**src/rtl/morse_key_ctrl_if.sv**
```systemverilog
// ---------------------------------------------------------------------------
// morse_key_ctrl_if
// Purpose : bundles the keypad-scanner side and the character output side
//           of morse_key_ctrl.
// Signals :
//   key_valid  scanner strobe, key_code valid this cycle
//   key_code   4-bit hex keypad code
//   key_down   level, 1 while any key is held
//   scan_en    scanner enable from the controller
//   sym_valid  finished character available
//   sym_ready  downstream accepts the character
//   sym_bits   Morse elements, bit0 = first, 1 = dash, 0 = dot
//   sym_len    element count of sym_bits
// Handshake: a character transfers on every rising clk edge where
//   sym_valid && sym_ready. Once raised, sym_valid stays high and
//   sym_bits/sym_len stay stable until that transfer; the one exception
//   is mode = 1, which withdraws the character without a transfer.
// Modports: master = controller, slave = scanner/downstream/testbench.
// ---------------------------------------------------------------------------
interface morse_key_ctrl_if #(
  parameter int MAX_LEN = 5
);
  logic               key_valid;
  logic [3:0]         key_code;
  logic               key_down;
  logic               scan_en;
  logic               sym_valid;
  logic               sym_ready;
  logic [MAX_LEN-1:0] sym_bits;
  logic [2:0]         sym_len;

  modport master (
    input  key_valid, key_code, key_down, sym_ready,
    output scan_en, sym_valid, sym_bits, sym_len
  );

  modport slave (
    output key_valid, key_code, key_down, sym_ready,
    input  scan_en, sym_valid, sym_bits, sym_len
  );
endinterface

```
**src/rtl/morse_key_ctrl.sv**
```systemverilog
// ---------------------------------------------------------------------------
// morse_key_ctrl
// Purpose : sequencing controller between the 4x4 keypad scanner and the
//           Morse encode path. Accepts one key per physical press, builds
//           a dot/dash element buffer, supports backspace/clear, and hands
//           finished characters downstream on commit key or idle timeout.
// Ports   :
//   clk, rst_n    clock, asynchronous active-low reset
//   mode          1 = keypad owned elsewhere (held idle, input discarded)
//   bus           morse_key_ctrl_if.master (scanner + character handshake)
//   buf_len       current buffer fill, for display
//   err           one-cycle pulse on a rejected key
//   state_dbg_o   current FSM state (IDLE/WAIT_KEY/WAIT_RELEASE/EMIT)
// Key map : 1 = dot, 2 = dash, E = backspace, F = commit, C = clear;
//           any other code counts as a press with no effect.
// ---------------------------------------------------------------------------
module morse_key_ctrl #(
  parameter int MAX_LEN     = 5,
  parameter int TIMEOUT_CYC = 50_000_000,
  parameter int CNT_W       = 26
) (
  input  logic                    clk,
  input  logic                    rst_n,
  input  logic                    mode,
  morse_key_ctrl_if.master        bus,
  output logic [2:0]              buf_len,
  output logic                    err,
  output logic [1:0]              state_dbg_o
);

  typedef enum logic [1:0] {
    IDLE         = 2'd0,
    WAIT_KEY     = 2'd1,
    WAIT_RELEASE = 2'd2,
    EMIT         = 2'd3
  } state_e;

  localparam logic [3:0]       KEY_DOT    = 4'h1;
  localparam logic [3:0]       KEY_DASH   = 4'h2;
  localparam logic [3:0]       KEY_BS     = 4'hE;
  localparam logic [3:0]       KEY_COMMIT = 4'hF;
  localparam logic [3:0]       KEY_CLEAR  = 4'hC;
  localparam logic [2:0]       LEN_MAX    = 3'(MAX_LEN);
  localparam logic [CNT_W-1:0] CNT_TERM   = CNT_W'(TIMEOUT_CYC - 1);

  state_e             state_q, state_d;
  logic [MAX_LEN-1:0] buf_q, buf_d;
  logic [2:0]         len_q, len_d;
  logic [CNT_W-1:0]   cnt_q, cnt_d;
  logic [MAX_LEN-1:0] bits_q, bits_d;
  logic [2:0]         slen_q, slen_d;
  logic               auto_q, auto_d;    // current EMIT came from timeout
  logic               valid_q, valid_d;
  logic               scan_q, scan_d;
  logic               err_q, err_d;

  always_ff @(posedge clk or negedge rst_n) begin
    if (!rst_n) begin
      state_q <= IDLE;
      buf_q   <= '0;
      len_q   <= '0;
      cnt_q   <= '0;
      bits_q  <= '0;
      slen_q  <= '0;
      auto_q  <= 1'b0;
      valid_q <= 1'b0;
      scan_q  <= 1'b0;
      err_q   <= 1'b0;
    end else begin
      state_q <= state_d;
      buf_q   <= buf_d;
      len_q   <= len_d;
      cnt_q   <= cnt_d;
      bits_q  <= bits_d;
      slen_q  <= slen_d;
      auto_q  <= auto_d;
      valid_q <= valid_d;
      scan_q  <= scan_d;
      err_q   <= err_d;
    end
  end

  always_comb begin
    state_d = state_q;
    buf_d   = buf_q;
    len_d   = len_q;
    cnt_d   = cnt_q;
    bits_d  = bits_q;
    slen_d  = slen_q;
    auto_d  = auto_q;
    err_d   = 1'b0;

    if (mode) begin
      // Ownership handed away: drop everything, including a pending
      // character in EMIT.
      state_d = IDLE;
      buf_d   = '0;
      len_d   = '0;
      cnt_d   = '0;
    end else begin
      case (state_q)
        IDLE: state_d = WAIT_KEY;

        WAIT_KEY: begin
          if (bus.key_valid) begin
            // Any accepted key restarts the idle timer, even on the
            // terminal count.
            cnt_d   = '0;
            state_d = WAIT_RELEASE;
            case (bus.key_code)
              KEY_DOT, KEY_DASH: begin
                if (len_q == LEN_MAX) begin
                  err_d = 1'b1;
                end else begin
                  for (int i = 0; i < MAX_LEN; i++) begin
                    if (3'(i) == len_q) buf_d[i] = (bus.key_code == KEY_DASH);
                  end
                  len_d = len_q + 3'd1;
                end
              end
              KEY_BS: begin
                if (len_q == 3'd0) begin
                  err_d = 1'b1;
                end else begin
                  for (int i = 0; i < MAX_LEN; i++) begin
                    if (3'(i) == len_q - 3'd1) buf_d[i] = 1'b0;
                  end
                  len_d = len_q - 3'd1;
                end
              end
              KEY_CLEAR: begin
                buf_d = '0;
                len_d = '0;
              end
              KEY_COMMIT: begin
                if (len_q == 3'd0) begin
                  err_d = 1'b1;
                end else begin
                  bits_d  = buf_q;
                  slen_d  = len_q;
                  auto_d  = 1'b0;
                  state_d = EMIT;
                end
              end
              default: ;
            endcase
          end else if (len_q == 3'd0) begin
            cnt_d = '0;
          end else if (cnt_q == CNT_TERM) begin
            bits_d  = buf_q;
            slen_d  = len_q;
            auto_d  = 1'b1;
            cnt_d   = '0;
            state_d = EMIT;
          end else begin
            cnt_d = cnt_q + CNT_W'(1);
          end
        end

        WAIT_RELEASE: begin
          if (!bus.key_down) state_d = WAIT_KEY;
        end

        EMIT: begin
          // sym_valid is high for every EMIT cycle, so ready alone
          // completes the transfer.
          if (bus.sym_ready) begin
            buf_d   = '0;
            len_d   = '0;
            cnt_d   = '0;
            // A commit key is still physically held; a timeout is not.
            state_d = auto_q ? WAIT_KEY : WAIT_RELEASE;
          end
        end

        default: state_d = IDLE;
      endcase
    end

    // Outputs are registered, so they are derived from the next state.
    scan_d  = (state_d == WAIT_KEY) || (state_d == WAIT_RELEASE);
    valid_d = (state_d == EMIT);
  end

  assign bus.scan_en   = scan_q;
  assign bus.sym_valid = valid_q;
  assign bus.sym_bits  = bits_q;
  assign bus.sym_len   = slen_q;
  assign buf_len       = len_q;
  assign err           = err_q;
  assign state_dbg_o   = state_q;

endmodule
```
**src/flat_wrapper.sv**
```systemverilog
// flat-port wrapper written by rule: the top's interface ports become plain ports
module morse_key_ctrl_flat 
#(
  parameter int MAX_LEN     = 5,
  parameter int TIMEOUT_CYC = 50_000_000,
  parameter int CNT_W       = 26
)
  (clk, rst_n, mode, buf_len, err, state_dbg_o, bus_key_valid, bus_key_code, bus_key_down, bus_sym_ready, bus_scan_en, bus_sym_valid, bus_sym_bits, bus_sym_len);
  morse_key_ctrl_if #(.MAX_LEN(MAX_LEN)) bus_i ();
  input  logic clk;
  input  logic rst_n;
  input  logic mode;
  output logic [2:0] buf_len;
  output logic err;
  output logic [1:0] state_dbg_o;
  input wire logic [$bits(bus_i.key_valid)-1:0] bus_key_valid;
  input wire logic [$bits(bus_i.key_code)-1:0] bus_key_code;
  input wire logic [$bits(bus_i.key_down)-1:0] bus_key_down;
  input wire logic [$bits(bus_i.sym_ready)-1:0] bus_sym_ready;
  output wire logic [$bits(bus_i.scan_en)-1:0] bus_scan_en;
  output wire logic [$bits(bus_i.sym_valid)-1:0] bus_sym_valid;
  output wire logic [$bits(bus_i.sym_bits)-1:0] bus_sym_bits;
  output wire logic [$bits(bus_i.sym_len)-1:0] bus_sym_len;
  assign bus_i.key_valid = bus_key_valid;
  assign bus_i.key_code = bus_key_code;
  assign bus_i.key_down = bus_key_down;
  assign bus_i.sym_ready = bus_sym_ready;
  assign bus_scan_en = bus_i.scan_en;
  assign bus_sym_valid = bus_i.sym_valid;
  assign bus_sym_bits = bus_i.sym_bits;
  assign bus_sym_len = bus_i.sym_len;
  morse_key_ctrl #(.MAX_LEN(MAX_LEN), .TIMEOUT_CYC(TIMEOUT_CYC), .CNT_W(CNT_W)) u_core (.clk(clk), .rst_n(rst_n), .mode(mode), .bus(bus_i), .buf_len(buf_len), .err(err), .state_dbg_o(state_dbg_o));
endmodule
```
**config.mk**
```make
export PLATFORM = sky130hd
export DESIGN_NAME = morse_key_ctrl_flat
export DESIGN_NICKNAME = d
export VERILOG_FILES = /design/src/rtl/morse_key_ctrl_if.sv /design/src/rtl/morse_key_ctrl.sv /design/src/flat_wrapper.sv
export SDC_FILE = /design/constraint.sdc
export NUM_CORES = 1
export LEC_CHECK = 0
export CORE_MARGIN = 1
export CORE_UTILIZATION = 62
export DETAILED_ROUTE_END_ITERATION = 16
export GPL_ROUTABILITY_DRIVEN = 0
export HOLD_SLACK_MARGIN = 0.15
export PLACE_DENSITY = 0.85
export RECOVER_POWER = 100
export SLEW_MARGIN = 0
export SYNTH_ARGS = -nofsm -noshare
export SYNTH_HDL_FRONTEND = slang
export SYNTH_SLANG_ARGS = --single-unit
```
**constraint.sdc**
```tcl
create_clock -name clk -period 6.1 [get_ports clk]
set_input_delay 1.525 -clock clk [delete_from_list [all_inputs] [get_ports clk]]
set_output_delay 1.525 -clock clk [all_outputs]
set_load 0.02 [all_outputs]
```
-- Word level (Yosys, flattened, before mapping)
Cells that the tools add are included.
- add/subtract/negate cells: 3
- equal/unequal tests: 39
- muxes and demuxes: 61
- bitwise operators: 1
- reduce and logical (&&, ||, !) cells: 16
- operators with widths (operator ; number):
    26-bit two-way mux ; 5
    26-bit case mux with 2 select lines ; 1
    5-bit two-way mux ; 10
    4-bit by 3-bit inequality test with 1-bit output, second input constant ; 10
    8-bit AND reduction ; 5
    3-bit two-way mux ; 10
    26-bit by 1-bit adder with 26-bit output, second input constant ; 1
    26-bit equality test, second input constant ; 1
    1-bit two-way mux ; 21
    2-bit two-way mux ; 8
    5-bit case mux with 3 select lines ; 1
    2-bit by 3-bit equality test with 1-bit output, first input constant ; 4
    4-bit equality test, second input constant ; 3
    6-bit AND reduction ; 2
    5-bit case mux with 2 select lines ; 1
    3-bit case mux with 3 select lines ; 1
    2-bit equality test, second input constant ; 4
    4-bit inequality test, second input constant ; 2
    2-bit case mux with 4 select lines ; 1
    1-bit by 3-bit equality test with 1-bit output, first input constant ; 2
    3-bit equality test, first input constant ; 2
    3-bit logical NOT ; 2
    3-bit inequality test, second input constant ; 2
    3-bit case mux with 2 select lines ; 1
    other kinds (17) ; 20
- flip-flop bits (word level): 48
- input port bits: 10
- output and inout bits: 16
- logic and storage cells: 134

-- Logic depth before layout (Yosys ltp)
Gate-level depths: netlist of run 1.
- depth after elaboration: 8
- depth in mapped cells: 9
- mapped depth without buffers: 8

-- Least setup slack after synthesis of run 1
Ideal clock, no wire load.
- path type: input to register
- from: input port mode
- to: register u_core.buf_q[2]
- setup time: 0.125 ns
- arrival time: 3.244 ns
- data required time: 5.975 ns
- setup slack: 2.731 ns
- stages: 7
- buffers on the path: 1
- path through: or3b_2 clkbuf_1 or3_1 o21a_1 nand2b_1 o2111ai_1 mux2_2
- longest elaborated chain between the ends: 2
- elaborated cells between the ends (all ways): 10
- those cells by class: eq/ne: 7; mux: 1; reduce/logical: 2
- RTL lines (element ; RTL line ; source):
    start: declaration ; flat_wrapper.sv:12 ; input logic mode;
    5-bit inequality test (no source line), or another cell as far along ; -- ;
    8-bit AND reduction (no source line) ; -- ;
    end signal: assignment ; morse_key_ctrl.sv:71 ; buf_q <= buf_d;
    end: declaration ; morse_key_ctrl.sv:47 ; logic [MAX_LEN-1:0] buf_q, buf_d;
Parallel ways exist; a longest one is shown, timed or not.
A chain may end at the register's enable or synchronous reset.

-- Final worst setup path of run 1
- from: input port mode
- to: register u_core.buf_q[1]
The elaborated chain is that of the path after synthesis.

==> metrics.yaml, run 1 <==
post_cts_resized: 0
maxCapViolCount: 1
fin_nets: 355
grt_pass1_vias: 2440
reg2regPathDepth: 7
synth_compound_area_share_pct: 18.8
syn_area_sq_um: 2850
place_hpwl_microns: 4490
critPathKind: "in -> reg"
row_count: 24
cp_max_fo: 7
die_area_sq_um: 4870
grt_start_max_net_pins: 49
powerDensity_nw_per_um2: 210
core_region_area_sq_um: 4380
cts.clk_slew.worst_paths_ns: 0.08
arrival_ns: 3.99
yosysSeqAreaShare_pct: 42.2
synth_edf_count: 0
drive_above_1_share_pct: 8.01
viasPerCell: 6.50
clk_latency_ns: 0.30
cp.required_ns: 6.29
r2r-start: "u_core.cnt_q[0]"
tightestPinTransition_ns: 2.53
clkSinkCount: 48
cts.htree.levels: 2
vias: 2528
initial_core_util_pct: 65.0
drt_iter0_drc: 275
synth_top_family_by_area: "simple AND/OR/NAND/NOR gates"
setup_tns_ns: 0
report.final.slew_viol_count: 49
overflow: 0
max_stage_delay_ns: 0.64
yosysMostFrequentCell: "dfrtp_1"
synth-simple-area-share_pct: 24.5
cp_slowest_cell: "dlygate4sd3_1"
grt_pass1_wl_microns: 11300
yosys.area.top_type: "dfrtp_1"
root_buffer: "clkbuf_8"
cts_buffer_depth: 2
antenna_found_initial: 0
yosys.area_share.adder_pct: 3.95
path_delay_family: "simple AND/OR/NAND/NOR gates"
end_kind: "flip-flop"
rsz0062_at_grt: "false"
syn-mean-instance-area_sq_um: 8.93
violations: "max-capacitance violations, max-slew violations"
period_needed_ns: 3.80
wirelength_microns: 6460
crit_cells: 7
area_growth_pct: 11.7
port-buffer-count: 25
cts_tree: "done"
synthTopCellsByCount: "dfrtp_1, nand2_1, nor2_1"
holdBufCountCts: 0
fillers: 340
crit_path_cell_trace: "dlygate4sd3_1 > or3b_2 > or3_1 > o21a_1 > nand2b_1 > o2111ai_1 > mux2_2"
dr.pass1.iters: 4
syn-instance-count: 319
wire_per_inst_microns: 16.6
synth_top_area_share_pct: 42.2
multi_input_area_sq_um: 1540
worstHoldPathType: "reg -> reg"
p_total_w: 0.000667
final_hold_viol_count: 0
grtUsageTotal_pct: 28.8
async_flop_share_pct: 100
die_h_microns: 69.8
synthMuxAreaShare_pct: 6.24
slew_headroom_pct: -68.8
reg2reg_slack_ns: 3.03
netlist_top_cells_area: "dfrtp_1, nand2_1, mux2_2"
mappedNetlistNets: 338
setup_violations: 0
drtAntennaViolNets: 0
synth_seq_cells: 48
synth_cell_type_count: 54
p_leak_nw: 1.37
synth-xor-area-share_pct: 0.615
drcViolationCount: 0
crit_path_start_kind: "input port"
fp.dieW_microns: 69.8
status: "complete, but fails checks"
critPathCapture: "u_core.buf_q[1]"
crit_buf_inv: 1
cts_buffers: 5
antenna_cells: 0
post_cts_buffers: 0
setup.worst_path.start: "mode"
final-seq-area_sq_um: 1200
pin_count: 26
fin_crit_sh_pct: 62.3
ir_drop_uv: 130
fmax_mhz: 263
final.setup_skew_ns: 0.00432
rr_endpoint: "u_core.bus.sym_bits[1]"
yosys_warnings: 0
ys.flop_type: "dfrtp_1"
[sequential cells by signal, indices dropped and copies added, names as in the netlist, 2 cells and up]
name and flops:
u_core.cnt_q 26, u_core.buf_q 5, u_core.buf_len 3, u_core.bus.sym_len 3, u_core.bus.sym_bits 5, u_core.state_dbg_o 2
[through the flow]
stage | area [sq um] | cells | setup slack (ns) | util (%) | hold slack (ns)
after floorplan | 2850 | 319 | 2.73 | - | 0.473
after global placement | 3100 | 381 | 2.16 | 70.7 | 0.484
after detailed placement | 3100 | 381 | 2.11 | 70.7 | 0.496
after CTS | 3190 | 389 | 2.43 | 72.7 | 0.517
after global routing | 3180 | 389 | 2.05 | 72.6 | 0.530
final | 3180 | 389 | 2.30 | 72.6 | 0.508
[logic make-up after synthesis]
| kind of cell | count (synthesis) |
|---|---|
| and+or+nand+nor | 135 |
| AOI/OAI and AO/OA | 83 |
| DFF | 48 |
| buffers and inverters | 26 |
| muxes | 16 |
| adders and majority gates | 9 |
| xor gates and xnor gates | 2 |
[cell usage in the layout (no fill, tap or decap), types with 2 or more instances in the layout]
master and n:
nor4_1 4, or4_1 2, a21o_1 2, or2_0 2
nor2_1 23, and3_1 2, inv_1 10, nor3b_1 3
o211ai_1 6, dlygate4sd3_1 19, o21a_1 2, a211oi_1 2
nand2_1 45, clkbuf_8 6, and2_1 4, mux2_2 14
a31oi_1 13, nand3_1 14, o21ai_0 22, clkbuf_1 3
nand4_1 5, o21ai_1 2, ha_1 9, dfrtp_1 48
o2111ai_1 3, or3_1 4, nor3_1 10, a22o_1 2
nand2b_1 4, a21oi_1 20, mux2i_1 2, clkdlybuf4s50_1 5
nand3b_1 2, o31ai_1 2, nor2b_1 2
[power by group]
part	internal [W]	leakage (nW)	switching (W)
Clock	0.0000926	0.0455	0.000103
Combinational	0.0000485	0.666	0.0000809
Sequential	0.000327	0.661	0.0000147
[per-layer routing]
metal  track usage (%)  vias up  routed length [microns]
met4              9.33        0                       79
met3              6.25       11                      386
met2              44.3       96                     3000
li1                  -     1196                        -
met1              40.7     1225                     3000
met5                 0        -                        0
[layout make-up]
type | instances | share of cell area (%)
clock buffers | 8 | 2.83
multi-input cells | 245 | 48.3
well taps | 52 | 2.04
inverters | 10 | 1.18
repair buffers | 26 | 7.90
flip-flops and latches | 48 | 37.7
[worst min path at each step]
stage                                         to  cells past startpoint              startpoint  slack (ns)
final                     u_core.bus.sym_bits[4]                      1  u_core.bus.sym_bits[4]        0.51
after global routing      u_core.bus.sym_bits[2]                      1  u_core.bus.sym_bits[2]        0.53
after CTS                 u_core.bus.sym_bits[2]                      1  u_core.bus.sym_bits[2]        0.52
after detailed placement  u_core.bus.sym_bits[0]                      1  u_core.bus.sym_bits[0]        0.50
after global placement    u_core.bus.sym_bits[3]                      1         u_core.buf_q[3]        0.48
after floorplan                 u_core.cnt_q[14]                      1        u_core.cnt_q[14]        0.47
Power figures use the tool's default switching activity.
==> run 2: changes to the inputs <==
CORE_UTILIZATION = 52   (was 62)
PLACE_DENSITY = 0.76   (was 0.85)
clock period = 3.3 ns   (was 6.1 ns; I/O delays follow)
==> run 2 against run 1 <==
The flow now finishes without violations. Register-to-register slack lost 2.7 ns. Count of clock-buffer cells in the layout is the same. Sequential cell count is the same. Design area grew 1.3%. Worst hold slack lost 0.0046 ns. Via count shrank 0.75%. Non-clock buffer count grew 5. Routed wire length grew 2.6%. Clock skew grew 0.0040 ns. Critical path type is now reg -> reg.
==> metrics.yaml, run 2 (synthesis results as in run 1) <==
status: "finished, final reports clean"
clk_latency_ns: 0.30
cp_max_fo: 8
top_register: "u_core.cnt_q"
slew_headroom_pct: 20.1
row_count: 26
reg2regPathDepth: 7
clkSinkCount: 48
fin_nets: 360
cts.htree.levels: 2
final_common_cell: "dfrtp_1"
p_leak_nw: 1.38
drtAntennaViolNets: 0
fp.dieW_microns: 76.0
wire_per_inst_microns: 16.1
drt_iter0_drc: 220
ir_drop_uv: 250
post_cts_resized: 0
drive_above_1_share_pct: 9.06
layout_setup_ws_ns: 0.364
area_growth_pct: 13.1
period_needed_ns: 2.94
crit_path_cell_trace: "ha_1 > and4_1 > nand3_1 > o41ai_2 > or2_0 > o21ai_1 > a22o_1"
grt_pass1_wl_microns: 11200
cp_slowest_cell: "o41ai_2"
antenna_found_initial: 0
core_region_area_sq_um: 5200
drcViolationCount: 0
worstHoldPathType: "reg -> reg"
grtUsageTotal_pct: 24.3
grt_start_max_net_pins: 28
port-buffer-count: 25
cts_tree: "done"
dr.pass1.iters: 5
setup_violations: 0
pre_cts_slack_ns: 0.224
viasPerCell: 6.09
crit_path_start_kind: "flip-flop"
place_hpwl_microns: 4640
setup_tns_ns: 0
initial_core_util_pct: 54.7
arrival_ns: 3.14
post_cts_buffers: 0
antenna_cells: 0
path_delay_family: "compound AO/OA/AOI/OAI gates"
layout_common_cells: "dfrtp_1, nand2_1, nor2_1, o21ai_0, a21oi_1"
cts.clk_slew.worst_paths_ns: 0.09
cts_buffer_depth: 2
crit_cells: 7
rr_endpoint: "u_core.cnt_q[25]"
report.final.slew_viol_count: 0
cts_buffers: 5
holdBufCountCts: 0
reg2reg_slack_ns: 0.36
critPathKind: "reg -> reg"
crit_buf_inv: 0
final_hold_viol_count: 0
vias: 2509
r2r-start: "u_core.cnt_q[0]"
end_kind: "flip-flop"
critPathCapture: "u_core.cnt_q[25]"
die_area_sq_um: 5780
overflow: 0
maxCapViolCount: 0
pin_count: 26
fin_crit_sh_pct: 89.0
setup.worst_path.start: "u_core.cnt_q[0]"
cp.required_ns: 3.50
fmax_mhz: 341
grt_pass1_vias: 2314
largest_reg_flops: 26
hold_start: "u_core.bus.sym_len[1]"
max_stage_delay_ns: 0.76
rsz0062_at_grt: "false"
final.setup_skew_ns: 0.00828
root_buffer: "clkbuf_8"
die_h_microns: 76.0
powerDensity_nw_per_um2: 384
fillers: 460
wirelength_microns: 6630
tightestPinTransition_ns: 1.20
[run 2: changes by cell type in the layout (fill, tap and decap cells not counted), sizes merged]
cell / change
dlygate4sd3: -1
clkbuf: +3
clkdlybuf4s50: +1
buf: +2
[run 2: final cells by class]
class	count	area, sq um	area share (%)
well taps	70	87.6	2.72
flip-flops and latches	48	1200	37.3
multi-input cells	245	1530	47.4
inverters	10	37.5	1.16
repair buffers	31	280	8.70
clock buffers	8	90.1	2.80
[run 2: worst min-delay path by stage]
stage	to	slack (ns)	cells past startpoint
2_1_floorplan	u_core.cnt_q[14]	0.47	1
3_3_place_gp	u_core.bus.sym_len[2]	0.49	1
3_5_place_dp	u_core.bus.sym_len[1]	0.49	1
4_1_cts	u_core.state_dbg_o[1]	0.49	1
5_1_grt	u_core.bus.sym_len[1]	0.51	1
6_report	u_core.bus.sym_len[1]	0.50	1
[run 2: stage by stage]
stage	hold slack (ns)	instances	area [sq um]	power (W)	utilization, %
final	0.503	412	3220	0.00124	61.9
after global routing	0.513	412	3220	0.00130	61.9
after CTS	0.494	412	3250	0.00126	62.4
after detailed placement	0.493	404	3160	0.000893	60.7
after global placement	0.485	404	3160	0.000887	60.7
after floorplan	0.473	319	2850	0.000794	-
[run 2: metal layers]
metal	vias up	wire length, microns	GRT usage, %
li1	1212	-	-
met1	1178	3190	35.3
met2	105	2900	36.7
met3	14	412	3.59
met4	0	125	9.42
met5	-	0	0
[run 2: report_power, final]
group	internal [W]	switching, W
combinational	0.0000911	0.000150
clock	0.000171	0.000195
sequential	0.000605	0.0000255
[run 2: worst reg2reg max path, stage by stage (launching register included)]
cell and delay (ns):
dfrtp_1 0.43, ha_1 0.26, and4_1 0.26, nand3_1 0.23, o41ai_2 0.76, or2_0 0.51
o21ai_1 0.13, a22o_1 0.25
